`src/rtl/aes_pkg.sv`:
```
`default_nettype none
// ============================================================================
// aes_pkg : shared AES state type, byte indexing helpers and stage FSM states
// Revision: 1.0
// ============================================================================
package aes_pkg;

   typedef logic [127:0] state_t;

   typedef enum logic [1:0] {
      IDLE  = 2'd0,
      RUN   = 2'd1,
      DRAIN = 2'd2,
      DONE  = 2'd3
   } fsm_e;

   localparam int unsigned N_LANES = 4;

   // Byte i = s[r][c] with i = 4c + r, byte 0 in the most significant position.
   function automatic logic [3:0] byte_idx(input logic [1:0] r, input logic [1:0] c);
      return {c, r};
   endfunction

   function automatic logic [7:0] get_byte(input state_t s, input logic [3:0] idx);
      state_t sh;
      sh = s << {idx, 3'b000};
      return sh[127:120];
   endfunction

endpackage
`default_nettype wire

```
`src/rtl/INV_SBOX.sv`:
```
`default_nettype none
// ============================================================================
// INV_SBOX : AES inverse S-box byte lookup with a registered (unreset) output
// Revision: 1.0
// ============================================================================
module INV_SBOX (
   input  logic       clk,
   input  logic [7:0] in_byte,
   output logic [7:0] out_byte
);

   localparam logic [0:255][7:0] C_INV_SBOX = {
      128'h52096ad53036a538bf40a39e81f3d7fb,
      128'h7ce339829b2fff87348e4344c4dee9cb,
      128'h547b9432a6c2233dee4c950b42fac34e,
      128'h082ea16628d924b2765ba2496d8bd125,
      128'h72f8f66486689816d4a45ccc5d65b692,
      128'h6c704850fdedb9da5e154657a78d9d84,
      128'h90d8ab008cbcd30af7e45805b8b34506,
      128'hd02c1e8fca3f0f02c1afbd0301138a6b,
      128'h3a9111414f67dcea97f2cfcef0b4e673,
      128'h96ac7422e7ad3585e2f937e81c75df6e,
      128'h47f11a711d29c5896fb7620eaa18be1b,
      128'hfc563e4bc6d279209adbc0fe78cd5af4,
      128'h1fdda8338807c731b11210592780ec5f,
      128'h60517fa919b54a0d2de57a9f93c99cef,
      128'ha0e03b4dae2af5b0c8ebbb3c83539961,
      128'h172b047eba77d626e169146355210c7d
   };

   always_ff @(posedge clk) begin
      out_byte <= C_INV_SBOX[in_byte];
   end

endmodule
`default_nettype wire

```
`src/rtl/inv_shift_sub_bytes.sv`:
```
`default_nettype none
// ============================================================================
// inv_shift_sub_bytes : InvShiftRows + InvSubBytes, one column per cycle
// Revision: 1.0
// ============================================================================
module inv_shift_sub_bytes
   import aes_pkg::*;
(
   input  logic         clk,
   input  logic         rst_n,
   input  logic         IN_VALID,
   output logic         IN_READY,
   input  logic [127:0] IN_DATA,
   output logic         OUT_VALID,
   input  logic         OUT_READY,
   output logic [127:0] OUT_DATA
);

   fsm_e        state_q, state_d;
   logic [1:0]  col_q, col_d;
   state_t      in_buf_q, in_buf_d;
   state_t      out_data_q, out_data_d;
   logic        out_valid_q, out_valid_d;

   logic [7:0]  sbox_in  [N_LANES];
   logic [7:0]  sbox_out [N_LANES];
   logic [31:0] col_word;
   logic        wr_en;
   logic [1:0]  wr_col;

   // InvShiftRows is folded into the read: lane r takes s[r][(col - r) mod 4].
   always_comb begin
      for (int r = 0; r < N_LANES; r++) begin
         logic [1:0] src_c;
         src_c      = col_q - 2'(r);
         sbox_in[r] = get_byte(in_buf_q, byte_idx(2'(r), src_c));
      end
   end

   for (genvar g = 0; g < N_LANES; g++) begin : g_lane
      INV_SBOX u_inv_sbox (
         .clk      (clk),
         .in_byte  (sbox_in[g]),
         .out_byte (sbox_out[g])
      );
   end

   assign col_word = {sbox_out[0], sbox_out[1], sbox_out[2], sbox_out[3]};

   always_comb begin
      state_d     = state_q;
      col_d       = col_q;
      in_buf_d    = in_buf_q;
      out_valid_d = out_valid_q;
      wr_en       = 1'b0;
      wr_col      = 2'd0;
      case (state_q)
         IDLE: begin
            if (IN_VALID) begin
               in_buf_d = IN_DATA;
               col_d    = 2'd0;
               state_d  = RUN;
            end
         end
         RUN: begin
            // The S-box output lags its input by one cycle, hence column col-1.
            wr_en  = (col_q != 2'd0);
            wr_col = col_q - 2'd1;
            col_d  = col_q + 2'd1;
            if (col_q == 2'd3) state_d = DRAIN;
         end
         DRAIN: begin
            wr_en       = 1'b1;
            wr_col      = 2'd3;
            out_valid_d = 1'b1;
            state_d     = DONE;
         end
         DONE: begin
            if (OUT_READY) begin
               out_valid_d = 1'b0;
               state_d     = IDLE;
            end
         end
         default: state_d = IDLE;
      endcase
   end

   always_comb begin
      out_data_d = out_data_q;
      for (int c = 0; c < 4; c++) begin
         if (wr_en && (wr_col == 2'(c))) out_data_d[127-32*c -: 32] = col_word;
      end
   end

   always_ff @(posedge clk or negedge rst_n) begin
      if (!rst_n) begin
         state_q     <= IDLE;
         col_q       <= 2'd0;
         in_buf_q    <= '0;
         out_data_q  <= '0;
         out_valid_q <= 1'b0;
      end else begin
         state_q     <= state_d;
         col_q       <= col_d;
         in_buf_q    <= in_buf_d;
         out_data_q  <= out_data_d;
         out_valid_q <= out_valid_d;
      end
   end

   assign IN_READY  = (state_q == IDLE);
   assign OUT_VALID = out_valid_q;
   assign OUT_DATA  = out_data_q;

endmodule
`default_nettype wire
```
`config.mk`:
```
export PLATFORM = sky130hd
export DESIGN_NAME = inv_shift_sub_bytes
export DESIGN_NICKNAME = d
export VERILOG_FILES = /design/src/rtl/aes_pkg.sv /design/src/rtl/INV_SBOX.sv /design/src/rtl/inv_shift_sub_bytes.sv
export SDC_FILE = /design/constraint.sdc
export NUM_CORES = 1
export LEC_CHECK = 0
export ABC_AREA = 1
export BUFFER_PORTS_ARGS = -buffer_cell sky130_fd_sc_hd__buf_4
export CAP_MARGIN = 20
export CORE_MARGIN = 5
export CORE_UTILIZATION = 30
export CTS_BUF_LIST = sky130_fd_sc_hd__clkbuf_16
export DETAILED_ROUTE_END_ITERATION = 7
export PLACE_DENSITY = 0.47
export SLEW_MARGIN = 20
export SYNTH_ARGS = -nofsm -noshare
export SYNTH_HDL_FRONTEND = slang
export SYNTH_SLANG_ARGS = --single-unit
```
`constraint.sdc`:
```
create_clock -name clk -period 3.7 [get_ports clk]
set_input_delay 0.37 -clock clk [delete_from_list [all_inputs] [get_ports clk]]
set_output_delay 0.37 -clock clk [all_outputs]
set_load 0.02 [all_outputs]
```
== Yosys cells after proc, flatten, opt, wreduce, memory -nomap -nowiden ==
Memories as Yosys holds them, arrays and structs flattened. A register that Yosys moved wholly into a read port is not among the register bits.
Index checks and enable logic that the tools add are counted.

* Memories: 4
* Bits of input ports: 132
* Logic and storage cells: 57
* ROM bits: 8192
* Register bits: 261
* Output and inout port bits: 130

{| class="wikitable"
|+ Memory list
! name !! words !! bits a word !! read ports !! clocked after memory_dff !! write ports !! line !! source
|-
| (name not given) || 256 || 8 || 1 || 1 || 0 || INV_SBOX.sv:32 || <nowiki>out_byte <= C_INV_SBOX[in_byte];</nowiki>
|-
| (name not given) || 256 || 8 || 1 || 1 || 0 || INV_SBOX.sv:32 ||
|-
| (name not given) || 256 || 8 || 1 || 1 || 0 || INV_SBOX.sv:32 ||
|-
| (name not given) || 256 || 8 || 1 || 1 || 0 || INV_SBOX.sv:32 ||
|}

* Add/sub/neg operators: 4
* Reduce and logical (&&, ||, !) cells: 13
* Mux-type cells: 10
* Bitwise logic cells: 4
* Shift-type cells: 4
* Equality and inequality tests: 10

{| class="wikitable"
|+ Operators with widths
! cell !! number
|-
| 128-bit by 7-bit << shifter with 128-bit output || 4
|-
| 8-bit inverter with 9-bit output || 4
|-
| 2-bit equality test, second input constant || 5
|-
| 2-bit two-way mux || 4
|-
| 2-bit one-hot mux with 2 select lines || 2
|-
| 2-bit one-hot mux with 4 select lines || 1
|-
| 2-bit != test, second input constant || 3
|-
| 2-bit AND reduction || 3
|-
| 2-bit nonzero test || 3
|-
| 2-bit by 1-bit equality test with 1-bit output, second input constant || 2
|-
| 1-bit logical AND || 4
|-
| 2-bit logical NOT || 2
|-
| 1-bit one-hot mux with 2 select lines || 2
|-
| 2-bit subtractor, second input constant || 2
|-
| 3-bit AND reduction || 1
|-
| 2-bit by 1-bit adder with 2-bit output, second input constant || 1
|-
| 2-bit by 1-bit subtractor with 2-bit output, second input constant || 1
|-
| 1-bit two-way mux || 1
|}

== Logic depth before layout (Yosys ltp) ==
* Word-level depth: 4
* Depth in mapped cells: 24
* Mapped depth without buffers: 18

== By module ==
Synthesis repeated with hierarchy kept, for this count alone.

* Cell total of the unflattened synthesis: 3610
* Area, all modules: 24028.0 um^2

{| class="wikitable"
|+ By module, submodules not included
! module !! cells an instance !! area each (um^2) !! times used !! sequential area each (um^2)
|-
| inv_shift_sub_bytes || 1068 || 11168.2 || 1 || 6531.3
|-
| INV_SBOX at g_lane[2].u_inv_sbox ... || 636 || 3250.6 || 2 || 160.2
|-
| INV_SBOX at g_lane[1].u_inv_sbox || 635 || 3201.8 || 1 || 160.2
|-
| INV_SBOX at g_lane[0].u_inv_sbox || 635 || 3156.8 || 1 || 160.2
|}

== Worst setup path before layout ==
No wires, ideal clock.

* Kind: register to register
* Start: register col_q[0]
* End: register g_lane[1].u_inv_sbox.out_byte[5]
* Period minus slack after synthesis: 3.195 ns
* Arrival: 3.082 ns
* Setup time: 0.113 ns
* Data required time: 3.587 ns
* Path buffers: 6
* Slack: 0.505 ns
* Cell stages (with the launch flop): 22
* Path through: dfrtp_1 > buf_6 > inv_4 > buf_6 > buf_6 > buf_6 > ha_1 > buf_4 > inv_2 > buf_2 > nand3_1 > nand2_2 > inv_1 > ha_1 > inv_1 > nand2_1 > a21oi_1 > nand2_1 > nand3_1 > nand3_1 > nand3_1 > nand2_1

* Cells in the longest elaborated chain, start to end: 3

{| class="wikitable"
|+ Ends and longest elaborated chain
! what !! line !! source
|-
| from (decl) || inv_shift_sub_bytes.sv:20 || <nowiki>logic [1:0] col_q, col_d;</nowiki>
|-
| from (signal assigned) || inv_shift_sub_bytes.sv:104 || <nowiki>col_q <= col_d;</nowiki>
|-
| 2-bit by 1-bit subtractor with 2-bit output || inv_shift_sub_bytes.sv:35 || <nowiki>src_c = col_q - 2'(r);</nowiki>
|-
| 128-bit by 7-bit << shifter with 128-bit output || aes_pkg.sv:26 || <nowiki>sh = s << {idx, 3'b000};</nowiki>
|-
| 8-bit inverter with 9-bit output (not written as such) || INV_SBOX.sv:32 ||
|-
| to (decl) || INV_SBOX.sv:9 || <nowiki>output logic [7:0] out_byte</nowiki>
|}

Every way passes these cells.
A chain may end at the register's enable or synchronous reset.

== Final worst setup path ==
* Start: register col_q[0]
* End: register g_lane[1].u_inv_sbox.out_byte[2]

The elaborated chain is that of the path after synthesis.

==> results.txt <==
Clock slew at reported path FFs - 70 ps
Post-DRT Antenna Nets - 0
DR iter-0 viols - 3,985
Final Hold Fails - 0
H-tree levels - 2
Grt met3 use - 5.89%
Fin area - 29,100 um^2
IO Count - 262
RSZ-0062 raised after global routing - false
RD Place Congestion - 0.993
Post-DP HPWL - 82,300 um
Gr busiest metal - met1
CP Max Fanout - 12
Worst min path class - in -> reg
Compound-cell area share of the yosys netlist - 8.85%
CP arrival - 4010 ps
Vias in the first global route - 26,100
Seq/Total Area, Yosys - 29.9%
Mux share of post-synthesis cell area - 4.75%
Synth Area in Adders - 4.70%
Final nets - 4,105
Worst Skew - 41.3 ps
Via density - 5.58
# rows - 103
Max clock buf depth - 3
Worst hold slack - 29.3 ps
DR WL/cell - 23.0 um
Crit path capture type - register
Minimum clock period - 3490 ps
Filler cells - 8,705
Postcts setup bufs - 0
Simple-Gate Fraction of Synth Area - 43.1%
Status - completed
Die Height - 293 um
Initial antenna violation count - 6
Synthesized flop and latch total - 293
Total grt overflow - 0
Max Clock Freq - 287 MHz
Clock latency on the worst-skew pair - 580 ps
DRC Markers - 0
Largest net degree at the start of global routing - 99
Share of cells above drive strength 1 - 16.0%
Syn avg cell area - 6.57 um^2
Startpoint types - register
Primary FF master, synth - dfrtp_1
Synthesized netlist net count - 3,871
Post-Synth XOR/XNOR Area - 0%
Max-cap violation count - 0
Sequential Area - 7180 um^2
Setup TNS - 0 ps
Met2 Track Usage GR - 36.4%
Placed Instance Area - 27,200 um^2
Total number of vias - 27,700
Initial Util - 30.3%
Worst endpoint required time - 4220 ps
Least-Margin Pin Slew - 785 ps
Unique masters post-synth - 33
1st-pass router iterations - 6
Core area - 79,100 um^2
Clk root buf - clkbuf_16
Post-Synthesis Cells - 3,649
Area Growth Syn to Fin - 21.4%
DRT Wirelength - 114,000 um
CTS tree - built
Largest family of logic cells by synthesized area - simple AND/OR/NAND/NOR gates
Period utilization - 94.3%
Die Footprint - 85,600 um^2
GRT Overall Usage - 25.4%
Final setup violation count - 0
First-pass GRT wire length - 171,000 um
Setup CP Type - reg -> reg
Cell Area, Synth - 24,000 um^2
Synth warnings - 0
Rel. slew slack - 47.6%
Met1 usage in global routing - 37.9%
Synth async-reset ratio - 89.1%
Total CTS buffers - 37
Area of the multi-input gates - 14,700 um^2
Slew Limit Fails - 0
Clock Sinks - 293
EDFF count, synth - 0
Number of port buffers - 261
Width of the die - 293 um
==> cells in the mapped netlist (15+ instances only) <==
master | n | share of area [%]
dfrtp_1 | 261 | 27
or2_2 | 27 | 0.71
clkbuf_1 | 63 | 0.99
buf_6 | 15 | 0.71
o21ai_0 | 184 | 3.8
buf_2 | 123 | 2.6
ha_1 | 90 | 4.7
nand3_1 | 1027 | 21
a21oi_1 | 151 | 3.2
mux2_2 | 101 | 4.7
inv_2 | 16 | 0.25
o211ai_1 | 25 | 0.78
nand4_1 | 35 | 0.91
nand2_1 | 1058 | 17
dfxtp_1 | 32 | 2.7
nor2_1 | 151 | 2.4
nand2_2 | 26 | 0.68
inv_1 | 190 | 3.0
buf_4 | 32 | 1.0
==> state kept, by name (all words and copies together) (netlist names) <==
signal	cells
OUT_VALID	1
in_buf_q	128
state_q	2
OUT_DATA	128
col_q	2
g_lane.u_inv_sbox.out_byte	32
==> worst paths after layout <==
kind	end	slack [ps]	from	cells past startpoint
worst max-delay path	g_lane[1].u_inv_sbox.out_byte[2]	210	col_q[0]	15
worst min-delay path	in_buf_q[33]	30	IN_DATA[33]	2
worst max register to register	g_lane[1].u_inv_sbox.out_byte[2]	210	col_q[0]	15
worst min register to register	OUT_DATA[39]	480	OUT_DATA[39]	2
max in group asynchronous	OUT_DATA[50]	2400	rst_n	3
min in group asynchronous	OUT_DATA[96]	380	rst_n	2
==> placed cells by master, fill, tap and decap left out, types with 7 or more instances in the layout <==
master	Yosys	layout
a21oi_1	151	151
buf_12	0	26
buf_4	32	347
bufinv_16	0	7
clkbuf_16	0	37
dfrtp_1	261	260
dfxtp_1	32	32
dlygate4sd3_1	0	62
ha_1	90	89
inv_1	190	198
inv_2	16	16
mux2_2	101	101
nand2_1	1058	1049
nand2_2	26	34
nand3_1	1027	1025
nand4_1	35	35
nor2_1	151	151
o211ai_1	25	25
o21ai_0	184	184
or2_2	27	27
==> worst max-delay path: stages (launching register included) <==
cell	delay, ps
dfrtp_4	500
inv_4	70
ha_1	240
inv_2	340
nand3_1	150
nand2_2	200
buf_4	190
ha_1	270
inv_1	80
nand2_1	500
nand3_1	350
nand3_1	150
nand3_1	80
nand3_1	110
nand3_1	70
nand2_1	70
==> stage by stage <==
step | worst slack [ps] | utilization (%) | cells
global placement | 261 | 34.3 | 4832
floorplan | 505 | - | 3649
global route | 104 | 36.7 | 4962
detailed placement | 335 | 34.3 | 4832
finish | 211 | 36.7 | 4963
CTS | 289 | 36.7 | 4960
==> cells by family after synthesis <==
| logic type | Yosys count |
|---|---|
| flops | 293 |
| simple gates | 2337 |
| buf+inv | 449 |
| compound gates | 379 |
| fa+ha+maj | 90 |
| mux | 101 |
==> layer usage <==
| layer | wire length (um) | part of all wire, % | vias up |
|---|---|---|---|
| met3 | 12800 | 11 | 257 |
| li1 | - | - | 12800 |
| met1 | 51100 | 45 | 13000 |
| met4 | 4000 | 3.5 | 4 |
| met5 | 27 | 0.024 | - |
| met2 | 46300 | 41 | 1670 |
==> layout make-up <==
class / instances / area share [%]
repair buffers: 436 / 12.9
inverters: 208 / 2.70
multi-input cells: 2907 / 50.7
well taps: 1050 / 4.52
diodes: 3 / 0.0258
clock buffers: 37 / 3.18
clock inverters: 29 / 1.24
flip-flops and latches: 293 / 24.7
==> what timing repair did <==
action | in CTS | in global routing
hold buffers | 62 | 0
gates resized for setup | 0 | 0
endpoints found under the hold margin | 122 | 0
Power is left out: the tool's default activity adds up to more than one toggle a clock period on the data nets, which glitch-free logic cannot reach.
